### src/rtl/gfp8_result_fp16_packer.sv
// Converts GFP results (M x 2^E) to FP16, packs them into OUT_WIDTH-bit lines and
// buffers complete lines in a small FIFO; input is never backpressured.
module gfp8_result_fp16_packer #(
    parameter int OUT_WIDTH  = 256,
    parameter int FIFO_DEPTH = 4
) (
    input  logic                              i_clk,
    input  logic                              i_reset,
    input  logic [31:0]                       i_result_mantissa,
    input  logic [7:0]                        i_result_exponent,
    input  logic                              i_result_valid,
    input  logic                              i_flush,
    output logic [OUT_WIDTH-1:0]              o_line_data,
    output logic [$clog2(OUT_WIDTH/16):0]     o_line_lanes,
    output logic                              o_line_valid,
    input  logic                              i_line_ready,
    output logic                              o_overflow,
    output logic                              o_idle
);
    localparam int LANES = OUT_WIDTH / 16;
    localparam int CW    = $clog2(LANES);
    localparam int LW    = CW + 1;
    localparam int AW    = $clog2(FIFO_DEPTH);

    // Truncating FP16 conversion without subnormals or infinity.
    function automatic logic [15:0] to_fp16(input logic sign, input logic [31:0] mag,
                                            input logic zero, input logic [7:0] e);
        logic [4:0] p;
        logic [9:0] ef;
        logic [9:0] frac;
        p = 5'd0;
        for (int i = 0; i < 32; i++) begin
            if (mag[i]) begin
                p = i[4:0];
            end else begin
                p = p;
            end
        end
        ef   = {5'b0, p} + {{2{e[7]}}, e} + 10'd15;
        frac = 10'({mag, 10'b0} >> p);
        if (zero) begin
            to_fp16 = 16'h0000;
        end else if (ef[9] || (ef == 10'd0)) begin
            to_fp16 = {sign, 15'h0000};
        end else if (ef >= 10'd31) begin
            to_fp16 = {sign, 15'h7BFF};
        end else begin
            to_fp16 = {sign, ef[4:0], frac};
        end
    endfunction

    logic                 s1_valid_q, s1_flush_q, s1_sign_q, s1_zero_q;
    logic [31:0]          s1_mag_q;
    logic [7:0]           s1_exp_q;
    logic                 s2_valid_q, s2_flush_q;
    logic [15:0]          s2_fp16_q;
    logic [OUT_WIDTH-1:0] line_q, line_d;
    logic [CW-1:0]        cnt_q, cnt_d;
    logic                 push_s;
    logic [OUT_WIDTH-1:0] push_data_s;
    logic [LW-1:0]        push_lanes_s;
    logic [OUT_WIDTH-1:0] mem_data_q [FIFO_DEPTH];
    logic [LW-1:0]        mem_lanes_q [FIFO_DEPTH];
    logic [AW:0]          wr_ptr_q, rd_ptr_q;
    logic                 overflow_q;
    logic                 empty_s, full_s, pop_s, accept_s;

    // S1: capture sign/magnitude of the incoming result alongside the flush flag.
    always_ff @(posedge i_clk or posedge i_reset) begin
        if (i_reset) begin
            s1_valid_q <= 1'b0;
            s1_flush_q <= 1'b0;
            s1_sign_q  <= 1'b0;
            s1_zero_q  <= 1'b0;
            s1_mag_q   <= 32'd0;
            s1_exp_q   <= 8'd0;
        end else begin
            s1_valid_q <= i_result_valid;
            s1_flush_q <= i_flush;
            if (i_result_valid) begin
                s1_sign_q <= i_result_mantissa[31];
                s1_zero_q <= (i_result_mantissa == 32'd0);
                s1_mag_q  <= i_result_mantissa[31] ? (~i_result_mantissa + 32'd1) : i_result_mantissa;
                s1_exp_q  <= i_result_exponent;
            end
        end
    end

    // S2: hold the converted FP16 value for packing.
    always_ff @(posedge i_clk or posedge i_reset) begin
        if (i_reset) begin
            s2_valid_q <= 1'b0;
            s2_flush_q <= 1'b0;
            s2_fp16_q  <= 16'h0000;
        end else begin
            s2_valid_q <= s1_valid_q;
            s2_flush_q <= s1_flush_q;
            if (s1_valid_q) begin
                s2_fp16_q <= to_fp16(s1_sign_q, s1_mag_q, s1_zero_q, s1_exp_q);
            end
        end
    end

    // Lane packing; a flush sees the lane count after this cycle's sample.
    always_comb begin
        line_d       = line_q;
        cnt_d        = cnt_q;
        push_s       = 1'b0;
        push_data_s  = '0;
        push_lanes_s = '0;
        if (s2_valid_q) begin
            for (int k = 0; k < LANES; k++) begin
                if (cnt_q == k[CW-1:0]) begin
                    line_d[16*k +: 16] = s2_fp16_q;
                end else begin
                    line_d[16*k +: 16] = line_d[16*k +: 16];
                end
            end
            if (cnt_q == CW'(LANES - 1)) begin
                push_s       = 1'b1;
                push_data_s  = line_d;
                push_lanes_s = LW'(LANES);
                line_d       = '0;
                cnt_d        = '0;
            end else begin
                cnt_d = cnt_q + CW'(1);
            end
        end else begin
            cnt_d = cnt_q;
        end
        if (s2_flush_q && (cnt_d != '0)) begin
            push_s       = 1'b1;
            push_data_s  = line_d;
            push_lanes_s = {1'b0, cnt_d};
            line_d       = '0;
            cnt_d        = '0;
        end else begin
            cnt_d = cnt_d;
        end
    end

    assign empty_s  = (wr_ptr_q == rd_ptr_q);
    assign full_s   = ((wr_ptr_q ^ rd_ptr_q) == {1'b1, {AW{1'b0}}});
    assign pop_s    = !empty_s && i_line_ready;
    assign accept_s = push_s && (!full_s || pop_s);

    // Packing state, FIFO pointers and the sticky drop flag.
    always_ff @(posedge i_clk or posedge i_reset) begin
        if (i_reset) begin
            line_q     <= '0;
            cnt_q      <= '0;
            wr_ptr_q   <= '0;
            rd_ptr_q   <= '0;
            overflow_q <= 1'b0;
        end else begin
            line_q <= line_d;
            cnt_q  <= cnt_d;
            if (accept_s) begin
                wr_ptr_q <= wr_ptr_q + (AW+1)'(1);
            end
            if (pop_s) begin
                rd_ptr_q <= rd_ptr_q + (AW+1)'(1);
            end
            if (push_s && !accept_s) begin
                overflow_q <= 1'b1;
            end
        end
    end

    // Line storage.
    always_ff @(posedge i_clk) begin
        if (accept_s) begin
            mem_data_q[wr_ptr_q[AW-1:0]]  <= push_data_s;
            mem_lanes_q[wr_ptr_q[AW-1:0]] <= push_lanes_s;
        end
    end

    assign o_line_valid = !empty_s;
    assign o_line_data  = empty_s ? '0 : mem_data_q[rd_ptr_q[AW-1:0]];
    assign o_line_lanes = empty_s ? '0 : mem_lanes_q[rd_ptr_q[AW-1:0]];
    assign o_overflow   = overflow_q;
    assign o_idle       = !s1_valid_q && !s2_valid_q && (cnt_q == '0) && empty_s;
endmodule

### config.mk
export PLATFORM = sky130hd
export DESIGN_NAME = gfp8_result_fp16_packer
export DESIGN_NICKNAME = d
export VERILOG_FILES = /design/src/rtl/gfp8_result_fp16_packer.sv
export SDC_FILE = /design/constraint.sdc
export NUM_CORES = 2
export LEC_CHECK = 0
export CAP_MARGIN = 20
export CORE_ASPECT_RATIO = 0.6
export CORE_MARGIN = 2
export CORE_UTILIZATION = 64
export CTS_CLUSTER_DIAMETER = 40
export DETAILED_ROUTE_END_ITERATION = 12
export GPL_ROUTABILITY_DRIVEN = 0
export PLACE_DENSITY = 0.93
export SYNTH_ARGS = -nofsm -noshare
export SYNTH_HDL_FRONTEND = slang
export SYNTH_SLANG_ARGS = --single-unit
### constraint.sdc
create_clock -name i_clk -period 28 [get_ports i_clk]
set_input_delay 5.6 -clock i_clk [delete_from_list [all_inputs] [get_ports i_clk]]
set_output_delay 5.6 -clock i_clk [all_outputs]
set_load 0.02 [all_outputs]
==> flow_summary_export.csv <==
group,metric,value,unit
clocking,cts_tree,"yes",
clocking,post-cts-setup-buffer-count,0,
grt,grt_pass1_vias,34760,
finish,multi_input_area,0.01668,mm2
floorplanning,coreArea,0.08934,mm2
routing,drtIter0Drc,5200,
clocking,htree_num_levels,4,
clocking,hold_buffers,0,
grt,grt_pass1_wl,220000,um
critical_path,critPathArrivalTime,5130,ps
sta,rsz0062_at_grt,"no",
clocking,clkLatencyLatePin,780,ps
critical_path,crit_type,"register to output pin",
power_and_ir_drop,irDropWorstVdd,0.0001064,V
synthesis,synth_top_area_frac,0.5458,
floorplanning,rows,85,
finish,area_delta_synth_final,15.07,%
routing,drcViolationCount,0,
critical_path,ff2ff_path_depth,18,
placed_design,place_ws,18070,ps
clocking,postCtsResizedCells,0,
grt,grt_util_met3,0.06879,
grt,antenna_found_initial,5,
placed_design,io_buffer_count,308,
critical_path,r2r_slack,22590,ps
finish,fillers,5057,
sta,hold_slack,353.4,ps
routing,routedWlPerCell,29.24,um
routing,vias,35020,
job,cap_viol_max_count,0,
critical_path,path_max_fanout,110,
synthesis,syn-num-nets,3651,
synthesis,ys_warn_count,0,
synthesis,yosysMostFrequentCell,"edfxtp_1",
clocking,cts_buffers,134,
power_and_ir_drop,power_density,110.1,mW/mm2
critical_path,worstSetupStartpointType,"register",
synthesis,synth.top_cells.by_area,"edfxtp_1, dfrtp_1, mux4_2, a22o_1, and2_1",
grt,overflow,0,
critical_path,crit_start,"rd_ptr_q[1]",
power_and_ir_drop,power_leakage,23.03,nW
synthesis,synth_cells,3585,
synthesis,synth_edf_count,1044,
sta,setup_viol,0,
routing,first_pass_iters,7,
sta,min_period_over_period,0.3832,
synthesis,synth-seq-cells,1373,
floorplanning,dieArea,0.09224,mm2
clocking,clockBufferDepth,3,
clocking,clk_pin_slew,60,ps
critical_path,regToRegEndpoint,"s2_fp16_q[6]",
grt,use_met2,0.4845,
synthesis,ys_async_sr_fraction,0.2396,
synthesis,post_synth_num_cell_types,84,
sta,drv_slew,0,
synthesis,synth.cell_area,0.05744,mm2
finish,seq_area,0.03961,mm2
floorplanning,die_width,390.8,um
routing,ant_nets,0,
routing,routed_wl,149500,um
floorplanning,die_h,236.1,um
sta,finalHoldViolations,0,
sta,setup_ws,17270,ps
grt,grt_busiest_layer,"met2",
sta,slew_headroom,0.1884,
grt,grt.met1_usage,0.4662,
clocking,cts-root-buf,"clkbuf_16",
hold_path,worstHoldEndpoint,"s2_flush_q",
grt,grt_max_degree,156,
critical_path,r2r-start,"s1_mag_q[29]",
placed_design,dp_hpwl,85050,um
sta,finalSetupTns,0,ps
run_status,status,"finished clean",
critical_path,crit_required,22400,ps
synthesis,avgSynthCellArea,16.02,um2
sta,tightestPinTransition,1217,ps
floorplanning,ios,309,
sta,post-route-min-period,10730,ps
finish,layout-drive-gt1-share,0.1511,
synthesis,ys_top_cells_by_count,"edfxtp_1, dfrtp_1, nor2_1",
grt,grtUsageTotal,0.3220,
finish,nets,3890,
hold_path,worst_hold_startpoint,"s1_flush_q",
hold_path,holdPathStages,0,
synthesis,synth_top_area_cell,"edfxtp_1",
sta,fmax,93.20,MHz
hold_path,hold_path.class,"register to register",
routing,viasPerCell,6.848,
critical_path,crit_path_end_kind,"output pin",
synthesis,yosys_most_used_dff,"edfxtp_1",
sta,fin_worst_skew,40.20,ps
synthesis,synth.yosys.seq_area_share,0.6891,
clocking,cts.sinks,1373,
floorplanning,start_util,0.6430,
final cells by class:
cell class / count / share of cell area
antenna: 3 / 0.0001136
inverter: 40 / 0.002461
multi-input combinational: 1892 / 0.2524
clock buffer: 191 / 0.05758
sequential: 1373 / 0.5993
tap: 1174 / 0.02222
clock inverter: 58 / 0.008424
timing repair buffer: 383 / 0.05753
routing by layer:
layer,wire (um),vias up
met2,70420,2450
met5,13,-
met3,16630,384
li1,-,14490
met1,56600,17700
met4,5859,2
power breakdown:
part,internal (mW),switching (mW),total [mW]
clock network,1.01,0.787,1.80
registers,2.50,0.191,2.69
logic,1.29,1.50,2.79
total,4.80,2.48,7.28
per-stage QoR:
stage	power (mW)	utilization	cells	instance area (um2)
2_1_floorplan	4.307	-	3585	57440
3_3_place_gp	5.404	0.6885	4844	61510
3_5_place_dp	5.480	0.6889	4848	61540
4_1_cts	7.284	0.7377	5097	65910
5_1_grt	7.513	0.7398	5111	66090
6_report	7.277	0.7399	5114	66100
flip-flops by register name, summed over array words and instances (netlist names):
name         count
mem_data_q    1024
s2_valid_q       1
line_q         256
wr_ptr_q         3
rd_ptr_q         3
s1_flush_q       1
s1_sign_q        1
s2_fp16_q       16
s1_zero_q        1
o_overflow       1
cnt_q            4
s1_exp_q         8
s1_valid_q       1
s1_mag_q        32
s2_flush_q       1
mem_lanes_q     20
cells in the final DEF (no fill, tap or decap), types with 7 or more instances in the layout:
cell and n:
and2_1 290, clkbuf_16 141, clkinv_2 9, buf_4 57, o21ai_0 42, o22ai_1 9, o21ai_1 13, mux2i_1 44
buf_12 7, nand3_1 13, clkinv_1 16, mux4_2 261, nor3_1 17, xnor2_1 12, nor2_1 323, clkbuf_8 9
buf_6 9, and3_1 8, nand2b_1 9, mux2_2 12, clkbuf_1 41, dfrtp_2 16, or3_1 9, a22o_1 257
o31ai_1 10, inv_6 15, nor2b_1 16, inv_1 34, edfxtp_1 1044, nor3_2 7, a21oi_1 73, nor4_1 9
a22oi_1 228, nand2_1 62, ha_1 20, xor2_1 30, dfrtp_1 311, clkdlybuf4s50_1 307, nor3b_1 13
worst max path at each step:
stage | endpoint | slack, ps | depth (start not counted)
2_1_floorplan | cnt_q[0] | 13290 | 1
3_3_place_gp | o_line_lanes[0] | 18270 | 6
3_5_place_dp | o_line_lanes[0] | 18070 | 6
4_1_cts | o_line_lanes[0] | 17230 | 6
5_1_grt | o_line_lanes[0] | 16960 | 6
6_report | o_line_lanes[0] | 17270 | 6
cells by family after synthesis:
kind of cell | synth area share
xor gates and xnor gates | 0.006404
buffers and inverters | 0.02204
and+or+nand+nor | 0.07082
muxes | 0.1124
DFF | 0.6891
AOI/OAI and AO/OA | 0.09454
adders and majority gates | 0.004705
worst max-delay path: stages (launching register included):
cell	delay, ps
dfrtp_4	930
xnor2_1	260
nand3_4	480
buf_4	840
buf_4	720
and2_1	370
clkdlybuf4s50_1	650
Power figures use the tool's default switching activity.
